### config.mk
export PLATFORM = sky130hd
export DESIGN_NAME = beam_steer_scheduler
export DESIGN_NICKNAME = d
export VERILOG_FILES = /design/src/rtl/beam_steer_scheduler.sv
export SDC_FILE = /design/constraint.sdc
export NUM_CORES = 1
export LEC_CHECK = 0
export CORE_MARGIN = 2
export CORE_UTILIZATION = 55
export DETAILED_ROUTE_END_ITERATION = 7
export PLACE_DENSITY_LB_ADDON = 0.25
export SYNTH_ARGS = -nofsm -noshare
export SYNTH_HDL_FRONTEND = slang
export SYNTH_SLANG_ARGS = --single-unit
### constraint.sdc
create_clock -name clk -period 5.4 [get_ports clk]
set_clock_uncertainty 0.05 [all_clocks]
set_input_delay 0.54 -clock clk [delete_from_list [all_inputs] [get_ports clk]]
set_output_delay 0.54 -clock clk [all_outputs]
set_load 0.1 [all_outputs]
### src/rtl/beam_steer_scheduler.sv
// Delay-and-sum frame scheduler: snapshots steering delays per tick, issues one
// delay-line read per channel and accumulates one beam sample. Optional: CHAN_MASK_EN.
module beam_steer_scheduler #(
  parameter int NUM_CH   = 16,
  parameter int SAMPLE_W = 8,
  parameter int DELAY_W  = 5,
  parameter int ACC_W    = SAMPLE_W + 4,
  parameter int CH_W     = $clog2(NUM_CH)
) (
  input  logic                clk,
  input  logic                rst,
  input  logic                sample_tick,
  input  logic                cfg_we,
  input  logic [CH_W-1:0]     cfg_addr,
  input  logic [DELAY_W-1:0]  cfg_data,
`ifdef CHAN_MASK_EN
  input  logic                cfg_mask_we,
  input  logic [NUM_CH-1:0]   cfg_mask,
`endif
  output logic                rd_en,
  output logic [CH_W-1:0]     rd_ch,
  output logic [DELAY_W-1:0]  rd_delay,
  input  logic [SAMPLE_W-1:0] rd_data,
  output logic [ACC_W-1:0]    sum_out,
  output logic                sum_valid,
  output logic                busy,
  output logic                overrun
);

  typedef enum logic [1:0] {
    IDLE  = 2'd0,
    ISSUE = 2'd1,
    DRAIN = 2'd2,
    DONE  = 2'd3
  } state_t;

  state_t                     state_q, state_d;
  logic [CH_W-1:0]            cnt_q, cnt_d;
  logic signed [ACC_W-1:0]    acc_q, acc_d;
  logic signed [ACC_W-1:0]    sum_q, sum_d;
  logic                       overrun_q, overrun_d;
  logic                       rd_en_q;
  logic [DELAY_W-1:0]         shadow_q [NUM_CH];
  logic [DELAY_W-1:0]         active_q [NUM_CH];
  logic                       tick_accept;
  logic                       chan_on;
  logic signed [ACC_W-1:0]    rd_data_ext;

  assign tick_accept = (state_q == IDLE) && sample_tick;
  assign rd_data_ext = {{(ACC_W-SAMPLE_W){rd_data[SAMPLE_W-1]}}, rd_data};

`ifdef CHAN_MASK_EN
  logic [NUM_CH-1:0] shadow_mask_q;
  logic [NUM_CH-1:0] active_mask_q;

  always_ff @(posedge clk) begin
    if (rst) begin
      shadow_mask_q <= '1;
      active_mask_q <= '1;
    end else begin
      if (cfg_mask_we) shadow_mask_q <= cfg_mask;
      if (tick_accept) active_mask_q <= shadow_mask_q;
    end
  end

  assign chan_on = active_mask_q[cnt_q];
`else
  assign chan_on = 1'b1;
`endif

  // Shadow table takes writes at any time; the active copy only moves at frame start.
  always_ff @(posedge clk) begin
    if (rst) begin
      for (int i = 0; i < NUM_CH; i++) begin
        shadow_q[i] <= '0;
        active_q[i] <= '0;
      end
    end else begin
      if (tick_accept) begin
        for (int i = 0; i < NUM_CH; i++) active_q[i] <= shadow_q[i];
      end
      if (cfg_we) shadow_q[cfg_addr] <= cfg_data;
    end
  end

  always_ff @(posedge clk) begin
    if (rst) begin
      state_q   <= IDLE;
      cnt_q     <= '0;
      acc_q     <= '0;
      sum_q     <= '0;
      overrun_q <= 1'b0;
      rd_en_q   <= 1'b0;
    end else begin
      state_q   <= state_d;
      cnt_q     <= cnt_d;
      acc_q     <= acc_d;
      sum_q     <= sum_d;
      overrun_q <= overrun_d;
      rd_en_q   <= rd_en;
    end
  end

  always_comb begin
    state_d   = state_q;
    cnt_d     = cnt_q;
    acc_d     = acc_q;
    sum_d     = sum_q;
    overrun_d = overrun_q;
    rd_en     = 1'b0;
    rd_ch     = '0;
    rd_delay  = '0;
    sum_valid = 1'b0;
    sum_out   = sum_q;
    busy      = (state_q != IDLE);

    // Read data lags the request by one cycle, so the registered strobe qualifies it.
    if (rd_en_q) acc_d = acc_q + rd_data_ext;

    if ((state_q != IDLE) && sample_tick) overrun_d = 1'b1;

    case (state_q)
      IDLE: begin
        if (sample_tick) begin
          state_d = ISSUE;
          cnt_d   = '0;
          acc_d   = '0;
        end
      end
      ISSUE: begin
        rd_en    = chan_on;
        rd_ch    = cnt_q;
        rd_delay = active_q[cnt_q];
        cnt_d    = cnt_q + CH_W'(1);
        if (cnt_q == CH_W'(NUM_CH - 1)) state_d = DRAIN;
      end
      DRAIN: begin
        state_d = DONE;
      end
      DONE: begin
        sum_valid = 1'b1;
        sum_out   = acc_q;
        sum_d     = acc_q;
        state_d   = IDLE;
      end
      default: begin
        state_d = IDLE;
      end
    endcase
  end

  assign overrun = overrun_q;

endmodule
==> key figures <==
Routing
  • Mean number of vias per cell: 5.51
  • Antenna-violating nets left: 0
  • Total Wirelength: 17000 um
  • 1st-pass router iterations: 5
  • DR iter-0 viols: 513
  • Vias post-DR: 4856
  • Residual DRC: 0
  • Avg WL per Cell: 19.2 um

Logic synthesis
  • Async set-reset flop share out of synthesis: 0
  • Yosys warns: 0
  • EDFF count, synth: 160
  • Post-Syn Nets: 658
  • FF+latch count, synth: 196
  • Synth cell types: 42
  • Post-synth top area cell: edfxtp_1
  • Post-synth top area share: 0.554
  • Top area cells in the synthesized netlist: edfxtp_1 55%, and2_1 10%, dfxtp_1 8.3%
  • Sequential share of the synthesized area: 0.637
  • Post-Syn Instances: 620
  • Synth Area per Inst: 14.0 um2
  • Post-synth top flop: edfxtp_1
  • Cell area after synthesis: 8670 um2

Global routing
  • Initial antenna violation count: 0
  • Grt total ovfl: 0
  • GRT Util Overall: 0.221
  • First-pass GRT wire length: 27000 um
  • Pin count of the biggest net entering global routing: 81
  • Number of global-route vias before repair: 4788

Critical path
  • Crit Path Class: reg -> out
  • Startpoint Class: register
  • R2R setup slack: 2410 ps
  • Crit path to: rd_delay[2]
  • Critical Path AT: 3740 ps
  • CP max FO: 20
  • FF-to-FF Start: state_q[0]
  • RR Endpoint: active_q[15][3]
  • Worst setup EP type: output port
  • R2R depth: 5
  • Data required, critical path: 4810 ps

Clock tree
  • Clk buf depth: 2
  • Hold buffers post-CTS: 0
  • Post-CTS setup buffers: 0
  • CTS tree: built
  • Root buffer cell: clkbuf_16
  • Clk_lat worst skew: 430 ps
  • Number of H-tree levels: 4
  • Clock sinks: 196
  • Clock transition at path regs: 70 ps
  • Total CTS buffers: 17
  • CTS resizes: 0

Placed design
  • Placement Setup Slack: 1500 ps
  • Placed insts: 850
  • PortBufs: 45
  • DP Wirelength: 11500 um
  • Gpl congestion: 0.839
  • Post-DP Area: 9280 um2

Finish
  • # diodes: 0
  • Final Core Density: 0.646
  • Commonest cells after routing, fill and taps aside: 160 x edfxtp_1, 140 x and2_1, 44 x nor2b_1, 44 x clkdlybuf4s50_1, 36 x dfxtp_1
  • P&R area growth vs syn: 14.0%
  • Fin cells: 882
  • Total Nets Final: 696
  • Most common cell after layout, fill and taps aside: edfxtp_1
  • Post-route cell area: 9890 um2
  • Share of layout cells above drive strength 1: 0.116

Worst hold path
  • Hold path depth: 2
  • Hold crit path type: reg -> reg

Floorplanning
  • Row cnt: 45
  • Die width: 130 um
  • Initial core utilization: 0.566
  • Die Y-Extent: 130 um
  • Core Region: 15300 um2
  • Io pins: 46
  • DIE AREA: 16800 um2

STA
  • Setup TNS: 0 ps
  • Count of final setup violators: 0
  • Final worst slack: 1070 ps
  • Tmin final: 4330 ps
  • Actual slew at the worst max-slew pin: 1170 ps
  • Max Freq: 231 MHz
  • Number of hold violations in the final report: 0
  • Max-slew violations: 0
  • Hold slack: 427 ps
  • Fin crit share: 0.803
  • Rel. slew slack: 0.217
  • RSZ-0062 raised after global routing: false

Status
  • Status: completed

Power
  • Power Density: 413 nW/um2
  • Lkg Pwr: 3.62 nW
  • Max IR drop VDD: 0.273 mV
  • Overall Power: 4.09 mW

Run
  • Max_cap viols: 0
## how the worst min path moves through the flow
stage / end / slack (ps) / from
finish: overrun / 430 / overrun
global route: overrun / 480 / overrun
CTS: overrun / 440 / overrun
detailed placement: overrun / 420 / overrun
global placement: overrun / 400 / overrun
floorplan: acc_q[10] / 410 / acc_q[10]
## synthesized netlist by cell type (3+ instances only)
library cell and number:
mux4_2 11, a211oi_1 3, nand2b_1 4, edfxtp_1 160, mux2_2 13, o211ai_1 4, nor2_1 34, xnor2_1 4
nor3_1 5, nand4_1 4, mux2i_1 8, ha_1 16, nand2_1 12, a21oi_1 15, a21o_1 3, and2_1 140
o21ai_0 6, nor2b_1 44, dfxtp_1 36, and3_1 4, clkbuf_1 26, inv_1 7, nand3_1 8, mux4_1 14
or2_2 16
## kinds of logic after synthesis
| group | synth area share |
|---|---|
| muxes | 0.0971 |
| xor gates and xnor gates | 0.00505 |
| and+or+nand+nor | 0.185 |
| adders and majority gates | 0.0254 |
| buffers and inverters | 0.0173 |
| DFF | 0.637 |
| AOI/OAI and AO/OA | 0.0323 |
## registers in the layout, indices dropped and copies added, names as in the netlist, named ones only
signal,flops
active_q,80
shadow_q,80
rd_en_q,1
cnt_q,4
sum_q,12
acc_q,12
state_q,2
overrun,1
## where the power goes
group          internal, mW  leakage [nW]  total, mW  switching [mW]
clock network         0.731         0.282       1.28           0.553
logic                 0.286          1.42      0.782           0.496
registers              1.88          1.91       2.02           0.141
total                  2.90          3.62       4.09            1.19
## worst max-delay path: stages (launching register included)
cell and delay (ps):
dfxtp_1 1010, mux4_1 680, mux4_2 490, and2_1 170, clkdlybuf4s50_1 960
## area by class of cell
cell class / count / area, um2
fill: 1145 / 5430
inverter: 7 / 26.3
timing repair buffer: 48 / 468
clock buffer: 17 / 425
clock inverter: 15 / 181
tap: 211 / 264
sequential: 196 / 5530
multi-input combinational: 388 / 3000
## per-layer routing
layer / vias up / global-route usage / share of wire
li1: 2317 / - / -
met2: 153 / 0.342 / 0.47
met1: 2372 / 0.325 / 0.45
met3: 14 / 0.0417 / 0.060
met5: - / 0 / 0
met4: 0 / 0.0664 / 0.012
Note: power is estimated with default switching activity, not from simulation.
